## src/rtl/alu_bist_ctrl.sv

```systemverilog
// Built-in self-test controller for param_alu: LFSR vector generator, MISR compactor
// and golden-signature compare, with a LAT-deep valid pipe for pipelined ALUs.
module alu_bist_ctrl #(
  parameter int               WIDTH       = 32,
  parameter int               OPC_W       = 4,
  parameter int               NUM_OPS     = 9,
  parameter int               FLAG_W      = 4,
  parameter int               NUM_VECTORS = 1024,
  parameter int               LAT         = 0,
  parameter logic [WIDTH-1:0] TAPS        = 32'h8020_0003,
  parameter logic [WIDTH-1:0] SEED_A      = 32'h1234_5678,
  parameter logic [WIDTH-1:0] SEED_B      = 32'h9ABC_DEF1
) (
  input  logic                               clk,
  input  logic                               rst,
  input  logic                               start,
  input  logic                               abort,
  input  logic [WIDTH-1:0]                   golden_sig,
  output logic [WIDTH-1:0]                   operand_a,
  output logic [WIDTH-1:0]                   operand_b,
  output logic [OPC_W-1:0]                   opcode,
  output logic                               signed_op,
  output logic                               vec_valid,
  input  logic [WIDTH-1:0]                   alu_result,
  input  logic [FLAG_W-1:0]                  alu_flags,
  output logic                               busy,
  output logic                               done,
  output logic                               pass,
  output logic [WIDTH-1:0]                   signature,
  output logic [$clog2(NUM_VECTORS+1)-1:0]   vec_count
);

  localparam int CNT_W = $clog2(NUM_VECTORS + 1);
  localparam int DR_W  = (LAT > 1) ? $clog2(LAT) : 1;

  typedef enum logic [2:0] {
    S_IDLE,
    S_RUN,
    S_DRAIN,
    S_CHECK,
    S_DONE
  } state_t;

  state_t             state, state_nx;
  logic [WIDTH-1:0]   lfsr_a, lfsr_b, misr;
  logic [OPC_W-1:0]   op_cnt;
  logic               sgn;
  logic [CNT_W-1:0]   vec_cnt;
  logic [DR_W-1:0]    drain_cnt;
  logic               pass_q;
  logic               start_acc;
  logic               last_vec;
  logic               run;
  logic               cap_en;

  function automatic logic [WIDTH-1:0] lfsr_step(input logic [WIDTH-1:0] s);
    return (s >> 1) ^ (s[0] ? TAPS : '0);
  endfunction

  function automatic logic [WIDTH-1:0] misr_step(input logic [WIDTH-1:0]  m,
                                                 input logic [WIDTH-1:0]  r,
                                                 input logic [FLAG_W-1:0] f);
    return lfsr_step(m) ^ r ^ WIDTH'(f);
  endfunction

  // abort outranks start, so a simultaneous pair never launches a run
  assign start_acc = start && !abort && ((state == S_IDLE) || (state == S_DONE));
  assign last_vec  = (vec_cnt == CNT_W'(NUM_VECTORS - 1));
  assign run       = (state == S_RUN);

  always_ff @(posedge clk or posedge rst) begin
    if (rst) state <= S_IDLE;
    else     state <= state_nx;
  end

  always_comb begin
    state_nx = state;
    if (abort) begin
      state_nx = S_IDLE;
    end else begin
      unique case (state)
        S_IDLE, S_DONE: if (start) state_nx = S_RUN;
        S_RUN:          if (last_vec) state_nx = (LAT > 0) ? S_DRAIN : S_CHECK;
        S_DRAIN:        if (drain_cnt == DR_W'(LAT - 1)) state_nx = S_CHECK;
        S_CHECK:        state_nx = S_DONE;
        default:        state_nx = S_IDLE;
      endcase
    end
  end

  always_comb begin
    vec_valid = run;
    operand_a = run ? lfsr_a : '0;
    operand_b = run ? lfsr_b : '0;
    opcode    = run ? op_cnt : '0;
    signed_op = run ? sgn : 1'b0;
    busy      = (state == S_RUN) || (state == S_DRAIN) || (state == S_CHECK);
    done      = (state == S_DONE);
    pass      = pass_q;
    signature = misr;
    vec_count = vec_cnt;
  end

  // Stage p0: vector generation, one operand pair per RUN cycle
  always_ff @(posedge clk or posedge rst) begin
    if (rst) begin
      lfsr_a  <= SEED_A;
      lfsr_b  <= SEED_B;
      op_cnt  <= '0;
      sgn     <= 1'b0;
      vec_cnt <= '0;
    end else if (start_acc) begin
      lfsr_a  <= SEED_A;
      lfsr_b  <= SEED_B;
      op_cnt  <= '0;
      sgn     <= 1'b0;
      vec_cnt <= '0;
    end else if (run) begin
      lfsr_a  <= lfsr_step(lfsr_a);
      lfsr_b  <= lfsr_step(lfsr_b);
      vec_cnt <= vec_cnt + 1'b1;
      if (op_cnt == OPC_W'(NUM_OPS - 1)) begin
        op_cnt <= '0;
        sgn    <= ~sgn;
      end else begin
        op_cnt <= op_cnt + 1'b1;
      end
    end
  end

  always_ff @(posedge clk or posedge rst) begin
    if (rst)                    drain_cnt <= '0;
    else if (state == S_DRAIN)  drain_cnt <= drain_cnt + 1'b1;
    else                        drain_cnt <= '0;
  end

  // Stage p1..pLAT: valid delayed to line up with the ALU result
  generate
    if (LAT == 0) begin : g_comb_cap
      assign cap_en = vec_valid && !abort;
    end else begin : g_pipe_cap
      logic [LAT-1:0] vld_p;
      always_ff @(posedge clk or posedge rst) begin
        if (rst || abort) begin
          vld_p <= '0;
        end else begin
          vld_p[0] <= vec_valid;
          for (int i = 1; i < LAT; i++) vld_p[i] <= vld_p[i-1];
        end
      end
      assign cap_en = vld_p[LAT-1] && !abort;
    end
  endgenerate

  // Capture stage: fold result and flags into the signature
  always_ff @(posedge clk or posedge rst) begin
    if (rst)            misr <= '0;
    else if (start_acc) misr <= '0;
    else if (cap_en)    misr <= misr_step(misr, alu_result, alu_flags);
  end

  always_ff @(posedge clk or posedge rst) begin
    if (rst)                    pass_q <= 1'b0;
    else if (abort || start_acc) pass_q <= 1'b0;
    else if (state == S_CHECK)  pass_q <= (misr == golden_sig);
  end

endmodule
```

## config.mk

```make
export PLATFORM = sky130hd
export DESIGN_NAME = alu_bist_ctrl
export DESIGN_NICKNAME = d
export VERILOG_FILES = /design/src/rtl/alu_bist_ctrl.sv
export SDC_FILE = /design/constraint.sdc
export NUM_CORES = 1
export LEC_CHECK = 0
export CORE_UTILIZATION = 50
export DETAILED_ROUTE_END_ITERATION = 10
export GPL_TIMING_DRIVEN = 0
export PLACE_DENSITY = 0.89
export SYNTH_ARGS = -nofsm -noshare
export SYNTH_HDL_FRONTEND = slang
export SYNTH_SLANG_ARGS = --single-unit
```

## constraint.sdc

```tcl
create_clock -name clk -period 8.6 [get_ports clk]
set_input_delay 2.15 -clock clk [delete_from_list [all_inputs] [get_ports clk]]
set_output_delay 2.15 -clock clk [all_outputs]
set_load 0.05 [all_outputs]
```

Word-level counts from Yosys, hierarchy flattened
Cells that the tools add are included.
- register bits: 117
- output and inout port bits: 116
- word-level logic and storage cells: 73
- add/subtract/negate cells: 3
- equality and inequality tests: 10
- multiplexer cells: 29
- bitwise logic cells: 6
- reductions and logical operators: 16
- operators by type and width (kind ; number):
    32-bit 2-to-1 mux ; 11
    31-bit by 32-bit bitwise XOR with 32-bit output ; 3
    32-bit equality test ; 1
    32-bit bitwise XOR ; 1
    32-bit by 4-bit bitwise XOR with 32-bit output ; 1
    11-bit 2-to-1 mux ; 2
    4-bit 2-to-1 mux ; 4
    3-bit 2-to-1 mux ; 4
    3-bit one-hot mux with 4 select lines ; 1
    11-bit by 1-bit adder with 11-bit output (second input constant) ; 1
    11-bit by 10-bit equality test with 1-bit output (second input constant) ; 1
    2-bit nonzero test ; 4
    1-bit 2-to-1 mux ; 7
    3-bit by 2-bit equality test with 1-bit output (second input constant) ; 2
    3-bit != test (second input constant) ; 2
    4-bit by 1-bit adder with 4-bit output (second input constant) ; 1
    4-bit equality test (second input constant) ; 1
    1-bit logical OR ; 4
    3-bit by 1-bit equality test with 1-bit output (second input constant) ; 1
    3-bit equality test (second input constant) ; 1
    1-bit logical AND ; 3
    3-bit zero test ; 1
    3-bit by 2-bit != test with 1-bit output (second input constant) ; 1
    3-bit AND reduction ; 1
    5 further kinds ; 5

Depth between registers and ports, before layout
Gate-level depths: netlist of the first run.
- depth in word-level cells: 6
- gate-level depth with buffers: 10

Least setup slack after synthesis of the first run
No wires, ideal clock.
- path type: reg-to-output
- start: reg state[2]
- end: out opcode[2]
- arrival time: 1971 ps
- required time: 6450 ps
- path slack: 4479 ps
- cell stages (with the launch flop): 9
- cell sequence: dfrtp_1 > buf_6 > and2b_1 > nand2b_1 > buf_2 > inv_2 > buf_2 > buf_2 > and2_1
- longest elaborated chain between the ends: 2
- RTL lines (item ; RTL line ; source):
    start: declaration ; 44 ; state_t state, state_nx;
    start signal: assignment ; 73 ; else state <= state_nx;
    3-bit by 1-bit equality test with 1-bit output ; 69 ; assign run = (state == S_RUN);
    net vec_valid ; 23 ; output logic vec_valid,
    4-bit 2-to-1 mux ; 95 ; opcode = run ? op_cnt : '0;
    end: declaration ; 21 ; output logic [OPC_W-1:0] opcode,
The timed path passes the listed nets, and every way through them passes these cells.

Worst setup path after layout of the first run
- start: reg state[2]
- end: out operand_a[0]
- longest elaborated chain between the ends: 2
- RTL lines (item ; RTL line ; source):
    3-bit by 1-bit equality test with 1-bit output ; 69 ;
    32-bit 2-to-1 mux ; 93 ; operand_a = run ? lfsr_a : '0;
    end: declaration ; 19 ; output logic [WIDTH-1:0] operand_a,
Every way passes these cells.

==> flow_metrics.tcl, run 1 <==
set metrics [dict create \
    final_layout_size_suffix_gt1_share_pct 10.8 \
    beginning_of_the_critical_path "state[2]" \
    worst_setup_hold_path_clk_slew_ns 0.05 \
    place.gp.congestion 0.912 \
    core.rowCount 38 \
    combPwrFrac_pct 33.5 \
    dpl.hpwl_um 12800 \
    remaining_drc_errors 0 \
    synth.distinct_cells 39 \
    io_pins 188 \
    die_w_um 109 \
    synthesis.yosys.warnings 0 \
    clock_power_share_pct 31.6 \
    total_power_mw 2.31 \
    post_synth.cell_area_avg_um2 9.78 \
    final_hold_viol_count 0 \
    initial_utilization_pct 52.2 \
    antenna_left 0 \
    portBuffers 187 \
    final_util_pct 76.6 \
    worst-r2r-cell-count 5 \
    worst_setup_path_end_kind "primary output" \
    drt-wirelength-per-cell_um 18.5 \
    clock_sinks 117 \
    die_height_um 109 \
    register_bit_total_from_synthesis 117 \
    syn_inst 589 \
    min_path_type "reg2reg" \
    timing.hold.worst_path_depth 1 \
    postRouteWirelength_um 17600 \
    report.final.slew_viol_count 0 \
    synth_enable_flop_cells 0 \
    reg2reg_slack_ns 6.36 \
    switchingPower_mw 0.836 \
    nets 871 \
    met3_routed_length_um 1110 \
    ys_async_sr_fraction_pct 100 \
    syn_nets 664 \
    fp.coreArea_mm2 0.0110 \
    finish.instance_area_mm2 0.00845 \
    drt_pre_antenna_iters 5 \
    static-leakage-power_nw 3.68 \
    fmaxAchievable_mhz 187 \
    cts-hold-fix-buffers 0 \
    layout-area-overhead-vs-synth_pct 46.7 \
    dr.max_layer_used "met4" \
    crit_path_start_kind "flip-flop" \
    transition_time_at_the_pin_with_the_least_slew_margin_ns 0.848 \
    power_report.internal_total_mw 1.47 \
    vias_per_cell 5.56 \
    timing_worst_setup_path_type "reg2out" \
    worstReg2RegEnd "lfsr_b[2]" \
    crit_path_dat_ns 3.18 \
    final.period_utilization_pct 62.0 \
    clk-insertion-delay-late_ns 0.41 \
    hold_end "drain_cnt" \
    fin_tns_setup_ns 0 \
    critical_path_peak_fanout 10 \
    synth_ff_type "sky130_fd_sc_hd__dfrtp_1" \
    route.vias.total 5277 \
    num_antenna_cells 0 \
    irDropWorstVdd_v 0.000262 \
    hold_start "drain_cnt" \
    setup_repair_after_global_routing_missed_its_margin "false" \
    grt_start_max_net_pins 72 \
    syn-cell-area_mm2 0.00576 \
    skew_ns 0.0126 \
    clock_tree.root_cell "sky130_fd_sc_hd__clkbuf_16" \
    tritoncts_clock_tree "done" \
    routed-wl-met2_um 8960 \
    regToRegStartpoint "state[1]" \
    grt_use_total_pct 30.8 \
    power.switching_fraction_pct 36.2 \
    maxSlewHeadroom_pct 42.9 \
    synth_seq_area_share_pct 51.5 \
    metal1_wirelength_um 7130 \
    drt_iter0_markers 447 \
    grt_first_pass_wirelength_um 27600 \
    cp.required_ns 6.45 \
    cts-buffers-inserted 17 \
    p_seq_share_pct 34.9 \
    cap_violations 0 \
    ctsResizeCount 0 \
    clock_tree.buffer_depth 2 \
    finalHoldWorstSlack_ns 0.432 \
    grt_remaining_overflow 0 \
    post-route-min-period_ns 5.33 \
    fp.dieArea_mm2 0.0120 \
    postcts_setup_bufs 0 \
    first_global_vias 5413 \
    report.final.setup_viol 0 \
    placed_cell_area_mm2 0.00784 \
    outcome "complete, no violations" \
    htree_levels 4 \
    power_density_mw_per_mm2 273 \
    grt_antenna_before_repair 0 \
]
-- per-stage QoR --
| stage | std cells | setup WS [ns] |
|---|---|---|
| 2_1_floorplan | 589 | 3.40 |
| 3_3_place_gp | 916 | 1.91 |
| 5_1_grt | 949 | 3.14 |
| 6_report | 949 | 3.27 |
| 4_1_cts | 949 | 3.29 |
| 3_5_place_dp | 917 | 3.78 |
-- sequential cells by signal, summed over array words and instances (netlist names) --
register / cells
state: 3
signature: 32
lfsr_b: 32
sgn: 1
drain_cnt: 1
pass: 1
vec_count: 11
lfsr_a: 32
op_cnt: 4
-- synth_stat cells, types with 2 or more instances --
master,n,area share [%]
sky130_fd_sc_hd__dfrtp_1,84,36
sky130_fd_sc_hd__xnor2_1,77,12
sky130_fd_sc_hd__nand2_1,71,4.6
sky130_fd_sc_hd__and2_1,40,4.3
sky130_fd_sc_hd__o21ai_0,39,3.4
sky130_fd_sc_hd__nand3_1,36,3.1
sky130_fd_sc_hd__a21oi_1,35,3.0
sky130_fd_sc_hd__inv_1,35,2.3
sky130_fd_sc_hd__dfstp_2,33,15
sky130_fd_sc_hd__a211o_1,30,4.6
sky130_fd_sc_hd__nor2_1,20,1.3
sky130_fd_sc_hd__clkbuf_1,18,1.2
sky130_fd_sc_hd__buf_2,16,1.4
sky130_fd_sc_hd__nand4_1,10,1.1
sky130_fd_sc_hd__xor2_1,8,1.2
sky130_fd_sc_hd__nor3_1,5,0.43
sky130_fd_sc_hd__ha_1,3,0.65
sky130_fd_sc_hd__nor4_1,3,0.33
sky130_fd_sc_hd__o211ai_1,3,0.39
sky130_fd_sc_hd__a211oi_1,2,0.26
sky130_fd_sc_hd__nand2b_1,2,0.22
sky130_fd_sc_hd__or3_1,2,0.22
-- layout make-up --
type	instances	area (um^2)
sequential	117	2970
fill	770	2580
multi-input combinational	399	2490
timing repair buffer	188	1900
clock buffer	24	492
tap	140	175
buffer	37	168
inverter	36	138
clock inverter	8	123
-- worst max path at each step --
stage	endpoint	slack, ns	cells past startpoint
after global routing	operand_a[0]	3.14	10
after CTS	operand_a[16]	3.29	10
final	operand_a[0]	3.27	10
after detailed placement	signed_op	3.78	9
after floorplan	drain_cnt	3.40	1
after global placement	lfsr_b[8]	1.91	2
-- cells by family (layout without fill, tap and decap cells) --
kind of cell	count (synthesis)	count (layout)	share of synthesized area (%)
adders and majority gates	4	4	0.825
and+or+nand+nor	195	195	17.0
buffers and inverters	73	293	5.26
DFF	117	117	51.5
xor gates and xnor gates	85	85	12.9
AOI/OAI and AO/OA	115	115	12.5
-- per-layer routing --
layer / GRT usage (%) / up-vias
met5: 0 / -
met4: 11.6 / 0
met3: 7.71 / 41
met2: 52.3 / 231
met1: 37.9 / 2620
li1: - / 2385
-- layout by cell type (no fill, tap or decap), types with 2 or more instances in the layout --
master	instances
sky130_fd_sc_hd__clkdlybuf4s50_1	187
sky130_fd_sc_hd__dfrtp_1	84
sky130_fd_sc_hd__xnor2_1	77
sky130_fd_sc_hd__nand2_1	71
sky130_fd_sc_hd__and2_1	40
sky130_fd_sc_hd__o21ai_0	39
sky130_fd_sc_hd__nand3_1	36
sky130_fd_sc_hd__a21oi_1	35
sky130_fd_sc_hd__inv_1	34
sky130_fd_sc_hd__dfstp_2	33
sky130_fd_sc_hd__a211o_1	30
sky130_fd_sc_hd__clkbuf_1	21
sky130_fd_sc_hd__nor2_1	20
sky130_fd_sc_hd__clkbuf_16	17
sky130_fd_sc_hd__buf_2	16
sky130_fd_sc_hd__nand4_1	10
sky130_fd_sc_hd__xor2_1	8
sky130_fd_sc_hd__nor3_1	5
sky130_fd_sc_hd__clkbuf_8	4
sky130_fd_sc_hd__nor4_1	3
sky130_fd_sc_hd__o211ai_1	3
sky130_fd_sc_hd__ha_1	3
sky130_fd_sc_hd__bufinv_16	3
sky130_fd_sc_hd__clkinvlp_4	3
sky130_fd_sc_hd__nand2b_1	2
sky130_fd_sc_hd__or3_1	2
sky130_fd_sc_hd__a211oi_1	2
sky130_fd_sc_hd__clkinv_2	2
-- critical path: stages (launching register included) --
cell and delay, ns:
sky130_fd_sc_hd__dfrtp_1 0.38, sky130_fd_sc_hd__buf_6 0.14, sky130_fd_sc_hd__and2b_1 0.23, sky130_fd_sc_hd__nand2b_1 0.06, sky130_fd_sc_hd__buf_2 0.18, sky130_fd_sc_hd__inv_2 0.19, sky130_fd_sc_hd__buf_2 0.26, sky130_fd_sc_hd__buf_2 0.30
sky130_fd_sc_hd__nand2_1 0.14, sky130_fd_sc_hd__inv_1 0.10, sky130_fd_sc_hd__clkdlybuf4s50_1 0.80
-- power groups by stage --
stage	clock, mW	combinational, mW	sequential, mW
global placement	0	0.747	0.801
floorplan	0	0.372	0.922
CTS	0.734	0.774	0.803
global route	0.760	0.817	0.819
detailed placement	0	0.768	0.810
finish	0.730	0.772	0.806
(Power assumes the default switching activity.)
==> run 2, diff against run 1 <==
--- a/config.mk
+++ b/config.mk
@@ -5,10 +5,10 @@
 export SDC_FILE = /design/constraint.sdc
 export NUM_CORES = 1
 export LEC_CHECK = 0
-export CORE_UTILIZATION = 50
+export CORE_UTILIZATION = 42
 export DETAILED_ROUTE_END_ITERATION = 10
 export GPL_TIMING_DRIVEN = 0
-export PLACE_DENSITY = 0.89
+export PLACE_DENSITY = 0.8
 export SYNTH_ARGS = -nofsm -noshare
 export SYNTH_HDL_FRONTEND = slang
 export SYNTH_SLANG_ARGS = --single-unit
==> constraint.sdc (replaced) <==
create_clock -name clk -period 4.5 [get_ports clk]
set_input_delay 1.125 -clock clk [delete_from_list [all_inputs] [get_ports clk]]
set_output_delay 1.125 -clock clk [all_outputs]
set_load 0.05 [all_outputs]
==> run 2 against run 1 <==
  * First-iteration DRC count fell by 36%
  * Final cell count increased by 3.8%
  * Via count fell by 3.4%
  * Die area up 19%
  * Non-clock buffer count stayed put
  * Highest routed layer unchanged
  * Combinational power is 90% higher
  * Critical endpoint unchanged
  * Critical path type unchanged
  * Critical path depth unchanged
  * Clock power is 70% higher
  * Sequential cell count unchanged
  * Register-to-register slack lost 4.1 ns
  * Power rose by 84%
  * Routed wire length shrank 3.3%
==> flow_metrics.tcl, run 2 (same netlist as run 1, synthesis figures left out) <==
set metrics [dict create \
    worst_setup_hold_path_clk_slew_ns 0.05 \
    regToRegStartpoint "state[1]" \
    post-route-min-period_ns 4.25 \
    skew_ns 0.00843 \
    tritoncts_clock_tree "done" \
    report.final.setup_viol 0 \
    portBuffers 187 \
    path_buf_inv 7 \
    fp.coreArea_mm2 0.0133 \
    initial_utilization_pct 43.3 \
    worst-r2r-cell-count 5 \
    total_power_mw 4.24 \
    power_report.internal_total_mw 2.69 \
    reg2reg_slack_ns 2.31 \
    ctsResizeCount 0 \
    cp.required_ns 3.38 \
    path_cells "buf_6 -> and2b_1 -> nand2b_1 -> buf_2 -> inv_2 -> buf_2 -> buf_2 -> nand2_1 -> inv_1 -> clkdlybuf4s50_1" \
    maxSlewHeadroom_pct 48.1 \
    p_seq_share_pct 36.2 \
    hold_start "drain_cnt" \
    postcts_setup_bufs 0 \
    first_global_vias 5116 \
    final_util_pct 63.4 \
    die_height_um 119 \
    critical-path-top-delay-family "buffers and inverters" \
    clock_tree.root_cell "sky130_fd_sc_hd__clkbuf_16" \
    power.switching_fraction_pct 36.7 \
    antenna_left 0 \
    htree_levels 4 \
    postRouteWirelength_um 17000 \
    clk-insertion-delay-late_ns 0.41 \
    die_w_um 119 \
    fmaxAchievable_mhz 235 \
    layout_common_cells "sky130_fd_sc_hd__clkdlybuf4s50_1, sky130_fd_sc_hd__dfrtp_1, sky130_fd_sc_hd__xnor2_1" \
    final_layout_size_suffix_gt1_share_pct 10.3 \
    static-leakage-power_nw 3.66 \
    drt-wirelength-per-cell_um 17.2 \
    hold_end "drain_cnt" \
    timing_worst_setup_path_type "reg2out" \
    cts-buffers-inserted 17 \
    layout-area-overhead-vs-synth_pct 46.3 \
    grt_remaining_overflow 0 \
    grt_start_max_net_pins 63 \
    timing.hold.worst_path_depth 1 \
    crit_path_dat_ns 3.13 \
    cap_violations 0 \
    io_pins 188 \
    remaining_drc_errors 0 \
    vias_per_cell 5.17 \
    clock_sinks 117 \
    cts-hold-fix-buffers 0 \
    setup_repair_after_global_routing_missed_its_margin "false" \
    final_hold_viol_count 0 \
    crit_path_start_kind "flip-flop" \
    grt_antenna_before_repair 0 \
    nets 871 \
    route.vias.total 5097 \
    clock_power_share_pct 29.2 \
    min_path_type "reg2reg" \
    critical_path_peak_fanout 10 \
    grt_use_total_pct 24.4 \
    dpl.hpwl_um 12800 \
    outcome "complete, no violations" \
    grt_first_pass_wirelength_um 26400 \
    power_density_mw_per_mm2 504 \
    worstReg2RegEnd "lfsr_a[31]" \
    place.gp.congestion 0.904 \
    switchingPower_mw 1.56 \
    combPwrFrac_pct 34.5 \
    cpMaxStageDelayCell "sky130_fd_sc_hd__clkdlybuf4s50_1" \
    drt_iter0_markers 287 \
    critical-path-max-stage-delay_ns 0.81 \
    clock_tree.buffer_depth 2 \
    report.final.slew_viol_count 0 \
    num_antenna_cells 0 \
    transition_time_at_the_pin_with_the_least_slew_margin_ns 0.778 \
    worst_setup_path_end_kind "primary output" \
    dominant_cell_type_by_count_on_the_critical_path "sky130_fd_sc_hd__buf_2" \
    fp.dieArea_mm2 0.0142 \
    drt_pre_antenna_iters 5 \
    core.rowCount 42 \
    final.period_utilization_pct 94.5 \
    final_common_cell "sky130_fd_sc_hd__clkdlybuf4s50_1" \
    irDropWorstVdd_v 0.000286 \
]
==> run 2: worst max-delay path by stage <==
stage,startpoint,to,slack (ns),cells after the start
finish,state[2],operand_a[0],0.25,10
global route,state[2],operand_a[9],0.1,10
CTS,state[2],operand_b[25],0.23,10
detailed placement,state[2],operand_b[25],0.67,10
global placement,rst,vec_count[6],-1.23,2
floorplan,rst,drain_cnt,0.33,1
==> run 2: final cells by class <==
type / instances / area [um^2]
fillers: 1117 / 4870
multi-input cells: 399 / 2490
plain buffers: 37 / 168
repair buffers: 188 / 1900
flip-flops and latches: 117 / 2970
inverters: 36 / 138
clock inverters: 5 / 50.0
well taps: 176 / 220
clock buffers: 27 / 493
==> run 2: routing by layer <==
metal  vias to the layer above  global-route usage, %  wire length [um]
met5                         -                      0                 0
met4                         0                   8.78               387
met3                        32                   5.94               867
met2                       161                   40.6              8580
met1                      2530                   30.9              7160
li1                       2374                      -                 -
==> run 2: worst reg2reg max path, delay by kind of cell, from the launching register on <==
kind | cells | cell delay (ns)
AND/OR/NAND/NOR | 1 | 0.68
flip-flops | 1 | 0.35
buffers and inverters | 3 | 0.94
AO/OA/AOI/OAI | 1 | 0.09
==> run 2: metrics by stage <==
| step | setup slack [ns] | cell area, um^2 | setup TNS, ns | instances | hold WS (ns) |
|---|---|---|---|---|---|
| floorplan | 0.329 | 5760 | 0 | 589 | 0.402 |
| CTS | 0.235 | 8430 | 0 | 985 | 0.438 |
| global placement | -1.23 | 7850 | -105.42 | 952 | 0.414 |
| finish | 0.247 | 8430 | 0 | 985 | 0.440 |
| global route | 0.0981 | 8430 | 0 | 985 | 0.447 |
| detailed placement | 0.675 | 7880 | 0 | 953 | 0.432 |
==> run 2: power by group through the flow <==
stage,logic [mW],clock network [mW],registers (mW)
4_1_cts,1.47,1.26,1.53
3_3_place_gp,1.43,0,1.53
5_1_grt,1.55,1.31,1.56
6_report,1.47,1.24,1.54
3_5_place_dp,1.47,0,1.55
2_1_floorplan,0.711,0,1.76
==> run 3, diff against run 2 <==
--- a/config.mk
+++ b/config.mk
@@ -7,8 +7,8 @@
 export LEC_CHECK = 0
 export CORE_UTILIZATION = 42
 export DETAILED_ROUTE_END_ITERATION = 10
-export GPL_TIMING_DRIVEN = 0
 export PLACE_DENSITY = 0.8
+export SETUP_SLACK_MARGIN = 0.05
 export SYNTH_ARGS = -nofsm -noshare
 export SYNTH_HDL_FRONTEND = slang
 export SYNTH_SLANG_ARGS = --single-unit
==> run 3 against run 2 <==
  * Register-to-register slack lost 0.33 ns
  * Power grew 4.2%
  * Hold slack lost 0.020 ns
  * Final cell count shrank 3.2%
  * Critical path depth shrank 4
  * Combinational power shrank 3%
  * Via count shrank 5.6%
  * Sequential power is essentially flat
  * Clock power grew 16%
  * Routed wire length shrank 8.5%
  * Final area shrank 0.61%
  * Critical endpoint is now operand_a[15]
  * Largest cell class unchanged
==> flow_metrics.tcl, run 3 (same netlist as run 1, synthesis figures left out) <==
set metrics [dict create \
    final.period_utilization_pct 90.0 \
    path_cells "and2b_1 -> nand2b_2 -> inv_2 -> buf_12 -> and2_1 -> clkdlybuf4s50_1" \
    ctsResizeCount 0 \
    critical-path-max-stage-delay_ns 0.83 \
    grt_remaining_overflow 0 \
    cts-buffers-inserted 17 \
    place.gp.congestion 0.894 \
    postcts_setup_bufs 0 \
    crit_path_dat_ns 2.93 \
    critical_path_peak_fanout 54 \
    first_global_vias 4865 \
    cap_violations 0 \
    num_antenna_cells 0 \
    combPwrFrac_pct 32.4 \
    drt-wirelength-per-cell_um 16.3 \
    cts-hold-fix-buffers 0 \
    timing_worst_setup_path_type "reg2out" \
    io_pins 188 \
    skew_ns 0.00986 \
    power_report.internal_total_mw 2.82 \
    vias_per_cell 5.05 \
    irDropWorstVdd_v 0.000336 \
    crit_path_start_kind "flip-flop" \
    cp.required_ns 3.38 \
    fmaxAchievable_mhz 247 \
    grt_antenna_before_repair 0 \
    placed_cells 921 \
    transition_time_at_the_pin_with_the_least_slew_margin_ns 1.02 \
    worst_setup_hold_path_clk_slew_ns 0.05 \
    worst_setup_path_end_kind "primary output" \
    htree_levels 4 \
    drt_pre_antenna_iters 6 \
    setup_slack_ns 0.450 \
    final_layout_size_suffix_gt1_share_pct 11.3 \
    report.final.slew_viol_count 0 \
    antenna_left 0 \
    layout-area-overhead-vs-synth_pct 45.4 \
    drt_iter0_markers 306 \
    nets 839 \
    report.final.setup_viol 0 \
    die_w_um 119 \
    clock_tree.buffer_depth 2 \
    reg2reg_slack_ns 1.98 \
    power_density_mw_per_mm2 528 \
    grt_start_max_net_pins 77 \
    grt_first_pass_wirelength_um 24700 \
    switchingPower_mw 1.60 \
    p_seq_share_pct 35.0 \
    route.vias.total 4811 \
    setup_repair_after_global_routing_missed_its_margin "false" \
    fp.coreArea_mm2 0.0133 \
    path_buf_inv 3 \
    tritoncts_clock_tree "done" \
    power.switching_fraction_pct 36.2 \
    placed_cell_area_mm2 0.00774 \
    layout_common_cells "sky130_fd_sc_hd__clkdlybuf4s50_1, sky130_fd_sc_hd__dfrtp_1, sky130_fd_sc_hd__xnor2_1" \
    die_height_um 119 \
    final_common_cell "sky130_fd_sc_hd__clkdlybuf4s50_1" \
    grt_use_total_pct 22.3 \
    maxSlewHeadroom_pct 32.1 \
    portBuffers 187 \
    core.rowCount 42 \
    fin_tns_setup_ns 0 \
    finish.instance_area_mm2 0.00837 \
    placement.setup.worst_slack_ns 0.885 \
    clock_tree.root_cell "sky130_fd_sc_hd__clkbuf_16" \
    final-instance-count-excl-fill 953 \
    remaining_drc_errors 0 \
    dpl.hpwl_um 11100 \
    postRouteWirelength_um 15500 \
    final_hold_viol_count 0 \
    clock_power_share_pct 32.6 \
    fp.dieArea_mm2 0.0142 \
    static-leakage-power_nw 3.63 \
    min_path_type "reg2reg" \
    initial_utilization_pct 43.3 \
    clk-insertion-delay-late_ns 0.41 \
    critical-path-top-delay-family "buffers and inverters" \
    post-route-min-period_ns 4.05 \
    cpMaxStageDelayCell "sky130_fd_sc_hd__clkdlybuf4s50_1" \
    outcome "complete, no violations" \
    clock_sinks 117 \
]
[run 3: worst paths after layout]
check | cells past startpoint | end | startpoint
setup / recovery | 6 | operand_a[15] | state[2]
hold / removal | 1 | drain_cnt | drain_cnt
max in group asynchronous | 3 | signature[20] | rst
hold reg to reg | 1 | drain_cnt | drain_cnt
setup reg to reg | 6 | signature[0] | state[2]
min in group asynchronous | 2 | signature[13] | rst
[run 3: final cells by class]
| cell class | count | area [um^2] |
|---|---|---|
| clock buffer | 18 | 439 |
| clock inverter | 14 | 199 |
| fill | 1071 | 4920 |
| inverter | 36 | 138 |
| multi-input combinational | 399 | 2500 |
| sequential | 117 | 2970 |
| tap | 176 | 220 |
| timing repair buffer | 193 | 1910 |
[run 3: per-layer routing]
layer  share of wire, %  track usage, %  vias up
met5                  0               0        -
met4                2.6            9.65        0
met3                4.8            5.70       33
met1                 41            26.6     2340
li1                   -               -     2313
met2                 52            37.9      125
[run 3: worst register-to-register path: cells and delay by family, from the launching register on]
| family | cells | cell delay, ns |
|---|---|---|
| compound gates | 2 | 0.53 |
| simple gates | 3 | 1.02 |
| buf+inv | 1 | 0.34 |
| flops | 1 | 0.46 |
[run 3: power groups by stage]
stage / Sequential (mW) / Clock (mW) / Combinational, mW
global route: 1.57 / 1.51 / 1.52
CTS: 1.55 / 1.46 / 1.44
detailed placement: 1.56 / 0 / 1.43
floorplan: 1.76 / 0 / 0.711
finish: 1.55 / 1.44 / 1.43
global placement: 1.55 / 0 / 1.40
[run 3: through the flow]
stage	total power [mW]	util [%]	hold WS (ns)
2_1_floorplan	2.47	-	0.402
3_3_place_gp	2.95	58.2	0.414
3_5_place_dp	2.99	58.2	0.416
4_1_cts	4.45	63.0	0.423
5_1_grt	4.60	63.0	0.452
6_report	4.42	63.0	0.420
